[src/rtl/fnd_game_timer.sv]
// fnd_game_timer: BCD game timer with IDLE/RUN/PAUSED control, score latch
// and a multiplexed active-low 7-segment scan with leading-zero blanking.
// Optional build macro FND_GAME_TIMER_SAT_EN: saturate at all-9s instead of
// wrapping to all-0s.
module fnd_game_timer #(
  parameter int P_DIGITS  = 3,
  parameter int P_TICK    = 99_999_999,
  parameter int P_SCAN    = 99_999,
  parameter int P_SCORE_W = 14
) (
  input  logic                  i_Clk,
  input  logic                  i_Rst,
  input  logic                  i_Start,
  input  logic                  i_Stop,
  input  logic                  i_Clear,
  input  logic [P_SCORE_W-1:0]  i_Score,
  output logic [4*P_DIGITS-1:0] o_Digit,
  output logic [P_SCORE_W-1:0]  o_Score,
  output logic [6:0]            o_Seg,
  output logic [P_DIGITS-1:0]   o_Sel,
  output logic                  o_Running,
  output logic                  o_Wrap
);

  localparam int TICK_W = (P_TICK < 1) ? 1 : $clog2(P_TICK + 1);
  localparam int SCAN_W = (P_SCAN < 1) ? 1 : $clog2(P_SCAN + 1);
  localparam int IDX_W  = (P_DIGITS < 2) ? 1 : $clog2(P_DIGITS);

  localparam logic [TICK_W-1:0] TICK_MAX = TICK_W'(P_TICK);
  localparam logic [SCAN_W-1:0] SCAN_MAX = SCAN_W'(P_SCAN);
  localparam logic [IDX_W-1:0]  IDX_LAST = IDX_W'(P_DIGITS - 1);

  typedef enum logic [1:0] {
    IDLE   = 2'd0,
    RUN    = 2'd1,
    PAUSED = 2'd2
  } state_t;

  state_t                state;
  state_t                next_state;
  logic                  running;
  logic [TICK_W-1:0]     tick;
  logic [4*P_DIGITS-1:0] digits;
  logic [4*P_DIGITS-1:0] digits_inc;
  logic [4*P_DIGITS-1:0] digits_cnt;
  logic                  carry;
  logic                  wrap_cnt;
  logic [P_SCORE_W-1:0]  score;
  logic                  wrap;
  logic [SCAN_W-1:0]     scan_cnt;
  logic [IDX_W-1:0]      idx;
  logic [P_DIGITS-1:0]   blank;
  logic                  zero_above;
  logic [3:0]            sel_digit;
  logic [6:0]            seg;
  logic [P_DIGITS-1:0]   sel;
`ifdef FND_GAME_TIMER_SAT_EN
  logic                  inc_all_nine;
`endif

  // State register; running flag registered alongside it.
  always_ff @(posedge i_Clk) begin
    if (i_Rst) begin
      state   <= IDLE;
      running <= 1'b0;
    end else begin
      state   <= next_state;
      running <= (next_state == RUN);
    end
  end

  // Next state: clear beats stop beats start; a high stop also blocks resume.
  always_comb begin
    next_state = state;
    if (i_Clear) begin
      next_state = IDLE;
    end else if (i_Stop) begin
      if (state == RUN) next_state = PAUSED;
    end else if (i_Start) begin
      if (state != RUN) next_state = RUN;
    end
  end

  // Ripple-decimal increment of the whole digit vector and count outcome.
  always_comb begin
    digits_inc = digits;
    carry      = 1'b1;
    for (int unsigned k = 0; k < P_DIGITS; k++) begin
      if (carry) begin
        if (digits[4*k +: 4] == 4'd9) begin
          digits_inc[4*k +: 4] = 4'd0;
        end else begin
          digits_inc[4*k +: 4] = digits[4*k +: 4] + 4'd1;
          carry                = 1'b0;
        end
      end
    end
`ifdef FND_GAME_TIMER_SAT_EN
    inc_all_nine = 1'b1;
    for (int unsigned k = 0; k < P_DIGITS; k++) begin
      if (digits_inc[4*k +: 4] != 4'd9) inc_all_nine = 1'b0;
    end
    // carry out set means every digit is already 9: hold, no further pulse
    digits_cnt = carry ? digits : digits_inc;
    wrap_cnt   = !carry && inc_all_nine;
`else
    digits_cnt = digits_inc;
    wrap_cnt   = carry;
`endif
  end

  // Tick counter, digits, score latch and wrap pulse.
  always_ff @(posedge i_Clk) begin
    if (i_Rst) begin
      tick   <= '0;
      digits <= '0;
      score  <= '0;
      wrap   <= 1'b0;
    end else if (i_Clear) begin
      tick   <= '0;
      digits <= '0;
      score  <= '0;
      wrap   <= 1'b0;
    end else begin
      wrap <= 1'b0;
      if (state == RUN) begin
        // The stop edge still counts, so the held value is the advanced one.
        if (tick == TICK_MAX) begin
          tick   <= '0;
          digits <= digits_cnt;
          wrap   <= wrap_cnt;
          score  <= i_Score;
        end else begin
          tick <= tick + TICK_W'(1);
        end
        if (i_Stop) score <= i_Score;
      end
    end
  end

  // Scan slot counter and digit index, free-running in every state.
  always_ff @(posedge i_Clk) begin
    if (i_Rst) begin
      scan_cnt <= '0;
      idx      <= '0;
    end else if (scan_cnt == SCAN_MAX) begin
      scan_cnt <= '0;
      idx      <= (idx == IDX_LAST) ? '0 : idx + IDX_W'(1);
    end else begin
      scan_cnt <= scan_cnt + SCAN_W'(1);
    end
  end

  // Leading-zero blank mask, walking from the most significant digit down.
  always_comb begin
    blank      = '0;
    zero_above = 1'b1;
    for (int unsigned j = 0; j < P_DIGITS; j++) begin
      zero_above = zero_above && (digits[4*(P_DIGITS-1-j) +: 4] == 4'd0);
      blank[P_DIGITS-1-j] = zero_above && (j != unsigned'(P_DIGITS - 1));
    end
  end

  // Segment decode and active-low select for the scanned digit.
  always_comb begin
    sel_digit = digits[4*idx +: 4];
    sel       = '1;
    sel[idx]  = 1'b0;
    seg       = 7'b1111111;
    if (!blank[idx]) begin
      case (sel_digit)
        4'd0:    seg = 7'b1000000;
        4'd1:    seg = 7'b1111001;
        4'd2:    seg = 7'b0100100;
        4'd3:    seg = 7'b0110000;
        4'd4:    seg = 7'b0011001;
        4'd5:    seg = 7'b0010010;
        4'd6:    seg = 7'b0000010;
        4'd7:    seg = 7'b1111000;
        4'd8:    seg = 7'b0000000;
        4'd9:    seg = 7'b0010000;
        default: seg = 7'b1111111;
      endcase
    end
  end

  assign o_Digit   = digits;
  assign o_Score   = score;
  assign o_Seg     = seg;
  assign o_Sel     = sel;
  assign o_Running = running;
  assign o_Wrap    = wrap;

endmodule

[config.mk]
export PLATFORM = sky130hd
export DESIGN_NAME = fnd_game_timer
export DESIGN_NICKNAME = d
export VERILOG_FILES = /design/src/rtl/fnd_game_timer.sv
export SDC_FILE = /design/constraint.sdc
export NUM_CORES = 1
export LEC_CHECK = 0
export ABC_AREA = 1
export CORE_MARGIN = 4
export CORE_UTILIZATION = 35
export DETAILED_ROUTE_END_ITERATION = 10
export SYNTH_ARGS = -nofsm -noshare
export SYNTH_HDL_FRONTEND = slang
export SYNTH_SLANG_ARGS = --single-unit
[constraint.sdc]
create_clock -name i_Clk -period 3.6 [get_ports i_Clk]
set_input_delay 1.08 -clock i_Clk [delete_from_list [all_inputs] [get_ports i_Clk]]
set_output_delay 1.08 -clock i_Clk [all_outputs]
set_load 0.005 [all_outputs]
==> results.sh, run 1 <==
export IMPL_status="complete, no violations"
export IMPL_switching_share=0.2024
export IMPL_power_density_nw_per_um2=371.4
export IMPL_pwr_share_seq=0.436
export IMPL_skew_ns=0.005848
export IMPL_setup_tns_ns=0
export IMPL_fin_nets=732
export IMPL_htree_num_levels=3
export IMPL_r2r_end="tick[18]"
export IMPL_critPathLaunchType="flop"
export IMPL_grt_use_total=0.1584
export IMPL_drive_gt1_frac=0.06048
export IMPL_syn_inst=645
export IMPL_grt_first_pass_wirelength_um=17460
export IMPL_core_um2=11560
export IMPL_clkTransAtPathRegs_ns=0.06
export IMPL_num_vias=4119
export IMPL_cts_sinks=76
export IMPL_wirelength_um=10540
export IMPL_critical_path_peak_fanout=5
export IMPL_rsz0062_at_grt="true"
export IMPL_worstSetupPathType="reg2out"
export IMPL_pwr_share_comb=0.032
export IMPL_fillers=1162
export IMPL_maxSlewViolCount=0
export IMPL_switchingPower_uw=394.6
export IMPL_post_route_period_util=0.9600
export IMPL_place_congestion=0.8507
export IMPL_finalCriticalPeriod_ns=3.456
export IMPL_rr_startpoint="tick[0]"
export IMPL_numCtsBuffers=9
export IMPL_io_buffer_count=56
export IMPL_drv_cap=0
export IMPL_die_area_um2=13750
export IMPL_syn2layout_area_growth_pct=25.63
export IMPL_wl_per_cell_um=12.35
export IMPL_arrival_ns=2.38
export IMPL_max_slew_worst_pin_slew_ns=0.8833
export IMPL_yosys_warnings=0
export IMPL_io_pins=57
export IMPL_max_freq_mhz=289.3
export IMPL_final_common_cell="nand2_1"
export IMPL_holdPathEnd="scan_cnt[0]"
export IMPL_worstHoldStart="scan_cnt[0]"
export IMPL_antennaDiodeCount=0
export IMPL_antenna_found_initial=0
export IMPL_netlist_top_cell_by_area="dfxtp_1"
export IMPL_syn_nets=671
export IMPL_hold_path_cell_count=1
export IMPL_finalSetupViolCount=0
export IMPL_p_int_uw=1555
export IMPL_syn_area_um2=4179
export IMPL_r2r_worst_path_cells=8
export IMPL_cts_root_buffer="clkbuf_16"
export IMPL_grt_pass1_vias=3870
export IMPL_start_util=0.3614
export IMPL_critPathCaptureType="output pin"
export IMPL_avgSynthCellArea_um2=6.479
export IMPL_min_path_type="reg2reg"
export IMPL_drc=0
export IMPL_die_x_um=117.3
export IMPL_insertion_delay_ns=0.34
export IMPL_clockBufferDepth=2
export IMPL_max_slew_margin=0.4097
export IMPL_rrSetupSlack_ns=1.56
export IMPL_grt_max_degree=31
export IMPL_layout_common_cells="nand2_1, nor2_1, dfxtp_1"
export IMPL_peakVddDrop_mv=0.2861
export IMPL_synth_seq_cells=76
export IMPL_cts_tree="yes"
export IMPL_viasPerCell=4.823
export IMPL_hold_viol_final=0
export IMPL_dp_hpwl_um=7748
export IMPL_postRouteAntennaNets=0
export IMPL_yosysTopAreaCellShare=0.3641
export IMPL_p_leak_uw=0.002115
export IMPL_required_ns=2.52
export IMPL_cts_hold_buffers=0
export IMPL_rows=39
export IMPL_drtIter0Drc=266
export IMPL_ys_seq_area_frac=0.3641
export IMPL_placed_area_um2=4876
export IMPL_dr_pass1_iters=4
export IMPL_grt_overflow_total=0
export IMPL_die_h_um=117.3
export IMPL_clockPowerShare=0.533
export IMPL_design_area_um2=5250
export IMPL_synth_area_leaders="dfxtp_1, nand2_1, nor2_1"
export IMPL_synth_distinct_cells=30
export IMPL_hold_ws_ns=0.4449
repair_timing:
item / 4_1_cts / 5_1_grt
resized for setup: 1 / 2
setup endpoints to repair: 4 / 5
setup buffers: 0 / 2
pin swaps: 0 / 2
registers in the layout (all words and copies together), names as in the netlist:
| signal | cells |
|---|---|
| o_Wrap | 1 |
| tick | 27 |
| state | 2 |
| o_Score | 14 |
| idx | 2 |
| o_Running | 1 |
| scan_cnt | 17 |
| o_Digit | 12 |
synthesized netlist by cell type:
library cell / number
buf_6: 2
o21bai_1: 1
o21ai_1: 4
inv_1: 74
inv_2: 7
nor3_1: 19
a21oi_1: 36
xor2_1: 13
nor2_2: 4
nand2_1: 157
nand3_1: 52
clkbuf_1: 4
nor3b_1: 3
nor2_4: 3
nand2_2: 6
xnor2_1: 4
buf_2: 4
nor2_8: 1
ha_1: 7
and3_1: 1
nor2_1: 120
or2_0: 1
dfxtp_1: 76
and2_1: 1
o211ai_1: 2
a21o_1: 2
o21ai_0: 12
nand3b_1: 16
nand4_1: 11
nor3_2: 2
kinds of logic (layout without fill, tap and decap cells):
logic type,after synthesis,in the layout,synth area share
buf+inv,91,157,0.08653
simple gates,397,397,0.4216
flops,76,76,0.3641
xor+xnor,17,17,0.03563
compound gates,57,57,0.07126
fa+ha+maj,7,7,0.02096
critical path: stages (launching register included):
cell,delay [ns]
dfxtp_1,0.33
inv_1,0.08
nand2_1,0.15
nor2_1,0.10
nor3_4,0.28
inv_1,0.11
ha_1,0.23
nand3_1,0.09
nand3_1,0.08
nand3_1,0.07
clkdlybuf4s50_1,0.51
cell type report:
class,count,area (um2),area share
multi-input cells,478,2313,0.4407
flip-flops and latches,76,1521,0.2898
repair buffers,60,590.6,0.1125
inverters,81,304.0,0.05791
clock buffers,10,229.0,0.04361
well taps,143,178.9,0.03408
clock inverters,6,112.6,0.02145
through the flow:
step,power (uW),util,instances,setup WS (ns)
after floorplan,896.6,-,645,0.9694
after global placement,929.9,0.4216,836,0.3659
after detailed placement,931.2,0.4216,836,0.2563
after CTS,1979,0.4516,852,0.05193
after global routing,2017,0.4540,854,-0.03968
final,1950,0.4540,854,0.1438
power groups by stage:
stage / clock (uW) / combinational (uW) / sequential, uW
5_1_grt: 1100 / 69.5 / 850
3_5_place_dp: 0 / 62.8 / 868
3_3_place_gp: 0 / 61.8 / 868
2_1_floorplan: 0 / 28.7 / 868
6_report: 1040 / 61.7 / 850
4_1_cts: 1070 / 63.0 / 850
worst max path at each step:
| stage | startpoint | end | cells after the start |
|---|---|---|---|
| 2_1_floorplan | idx[0] | o_Seg[0] | 10 |
| 3_3_place_gp | idx[0] | o_Seg[3] | 9 |
| 3_5_place_dp | idx[0] | o_Seg[0] | 11 |
| 4_1_cts | idx[0] | o_Seg[0] | 11 |
| 5_1_grt | idx[1] | o_Seg[4] | 10 |
| 6_report | idx[1] | o_Seg[4] | 10 |
routing by layer:
layer | up-vias | wire (um) | global-route usage
met5 | - | 0 | 0
met4 | 0 | 199 | 0.05657
met3 | 21 | 575 | 0.04781
met2 | 72 | 4888 | 0.2587
met1 | 1861 | 4879 | 0.1977
li1 | 2165 | - | -
Power figures use the tool's default switching activity.
==> run 2, diff against run 1 <==
- CORE_MARGIN: 4 -> unset
==> run 2 against run 1 <==
Sequential share of layout area grew 0.069 points. Sequential cell count unchanged. Clock skew barely moved. Register-to-register slack better by 0.03 ns. First-iteration DRC count decreased by 24%. Global-route usage is 1.8 points higher. Largest cell class unchanged. Largest power group unchanged.
==> results.sh, run 2 (same netlist as run 1, synthesis figures left out) <==
export IMPL_hold_ws_ns=0.4532
export IMPL_power_density_nw_per_um2=349.0
export IMPL_min_path_type="reg2reg"
export IMPL_cts_root_buffer="clkbuf_16"
export IMPL_post_route_period_util=0.9757
export IMPL_max_slew_worst_pin_slew_ns=0.8526
export IMPL_dp_hpwl_um=7643
export IMPL_grt_pass1_vias=3906
export IMPL_drive_gt1_frac=0.06723
export IMPL_postRouteAntennaNets=0
export IMPL_crit_chain="inv_2 > nand2_1 > nor2_1 > nor3_4 > inv_1 > ha_1 > o211ai_1 > nand3_1 > clkdlybuf4s50_1"
export IMPL_worstSetupPathType="reg2out"
export IMPL_grt_overflow_total=0
export IMPL_die_x_um=111.3
export IMPL_status="complete, no violations"
export IMPL_cts_tree="yes"
export IMPL_largest_register="tick"
export IMPL_io_buffer_count=56
export IMPL_place_congestion=0.8388
export IMPL_htree_num_levels=3
export IMPL_antennaDiodeCount=0
export IMPL_crit_slowest_cell="clkdlybuf4s50_1"
export IMPL_clkTransAtPathRegs_ns=0.06
export IMPL_critPathLaunchType="flop"
export IMPL_switchingPower_uw=381.6
export IMPL_syn2layout_area_growth_pct=25.33
export IMPL_io_pins=57
export IMPL_design_area_um2=5238
export IMPL_pwr_share_seq=0.465
export IMPL_placed_area_um2=4876
export IMPL_grt_max_degree=31
export IMPL_max_stage_delay_ns=0.46
export IMPL_required_ns=2.52
export IMPL_holdPathEnd="scan_cnt[0]"
export IMPL_r2r_end="tick[18]"
export IMPL_grt_first_pass_wirelength_um=17860
export IMPL_critical_path_peak_fanout=5
export IMPL_p_int_uw=1447
export IMPL_cts_sinks=76
export IMPL_finalSetupViolCount=0
export IMPL_critPathCaptureType="output pin"
export IMPL_rr_startpoint="tick[0]"
export IMPL_drv_cap=0
export IMPL_wl_per_cell_um=12.15
export IMPL_switching_share=0.2087
export IMPL_arrival_ns=2.43
export IMPL_utilization=0.4548
export IMPL_largest_register_ffs=27
export IMPL_grt_use_total=0.1764
export IMPL_max_slew_margin=0.4302
export IMPL_hold_viol_final=0
export IMPL_setup_tns_ns=0
export IMPL_fin_nets=735
export IMPL_rrSetupSlack_ns=1.59
export IMPL_clockPowerShare=0.501
export IMPL_die_area_um2=12380
export IMPL_antenna_found_initial=0
export IMPL_drc=0
export IMPL_numCtsBuffers=9
export IMPL_layout_common_cells="nand2_1, nor2_1, dfxtp_1"
export IMPL_finalCriticalPeriod_ns=3.512
export IMPL_hold_path_cell_count=1
export IMPL_dr_pass1_iters=4
export IMPL_p_leak_uw=0.002118
export IMPL_maxSlewViolCount=0
export IMPL_pwr_share_comb=0.034
export IMPL_final_common_cell="nand2_1"
export IMPL_core_um2=11520
export IMPL_skew_ns=0.006187
export IMPL_clockBufferDepth=2
export IMPL_die_h_um=111.3
export IMPL_viasPerCell=4.772
export IMPL_wirelength_um=10410
export IMPL_start_util=0.3629
export IMPL_r2r_worst_path_cells=8
export IMPL_num_vias=4090
export IMPL_drtIter0Drc=201
export IMPL_worstHoldStart="scan_cnt[0]"
export IMPL_max_freq_mhz=284.7
export IMPL_peakVddDrop_mv=0.2743
export IMPL_insertion_delay_ns=0.34
export IMPL_rows=39
[run 2: final cells by class]
cell class	instances	area, um2
inverters	81	304.0
well taps	143	178.9
fillers	1161	6279
repair buffers	63	613.1
clock buffers	11	252.7
clock inverters	5	50.05
multi-input cells	478	2317
flip-flops and latches	76	1521
[run 2: routing by layer]
| metal | GRT usage | part of all wire |
|---|---|---|
| met5 | 0 | 0 |
| met4 | 0.04955 | 0.013 |
| met3 | 0.05960 | 0.049 |
| met2 | 0.2946 | 0.47 |
| met1 | 0.2146 | 0.47 |
[run 2: what timing repair did]
item | in CTS | in global routing
buffers inserted | 0 | 5
pin swaps | 0 | 2
hold buffers | 0 | 0
endpoints found under the hold margin | 0 | 0
setup endpoints to repair | 4 | 5
gates resized for setup | 1 | 3
[run 2: worst max path at each step]
stage / start / end / slack [ns] / depth (start not counted)
2_1_floorplan: idx[0] / o_Seg[0] / 0.97 / 10
4_1_cts: idx[0] / o_Seg[4] / 0.03 / 10
3_3_place_gp: idx[0] / o_Seg[3] / 0.39 / 9
3_5_place_dp: idx[0] / o_Seg[0] / 0.25 / 11
6_report: idx[0] / o_Seg[5] / 0.09 / 9
5_1_grt: idx[1] / o_Seg[5] / -0.06 / 9
[run 2: power by group through the flow]
stage / logic (uW) / clock network, uW / registers (uW)
final: 62.2 / 916 / 850
after CTS: 63.0 / 942 / 850
after global placement: 61.8 / 0 / 868
after floorplan: 28.7 / 0 / 868
after detailed placement: 62.6 / 0 / 868
after global routing: 68.5 / 976 / 850
[run 2: metrics by stage]
stage	power, uW	cells	setup slack, ns
floorplan	896.6	645	0.9694
global placement	929.8	836	0.3941
detailed placement	931.0	836	0.2462
CTS	1855	852	0.02701
global route	1894	857	-0.06111
finish	1828	857	0.08763
[run 2: worst max-delay path: cells and delay by family (launching register included)]
family / cells / cell delay [ns]
adders and majority gates: 1 / 0.25
buffers and inverters: 3 / 0.65
and+or+nand+nor: 4 / 0.63
DFF: 1 / 0.38
AOI/OAI and AO/OA: 1 / 0.20
==> run 3, diff against run 2 <==
- ABC_CLOCK_PERIOD_IN_PS: unset -> 3600
- GPL_TIMING_DRIVEN: unset -> 1
==> results of run 3 <==
No change in the layout: final DEF, timing and power equal those of run 2.
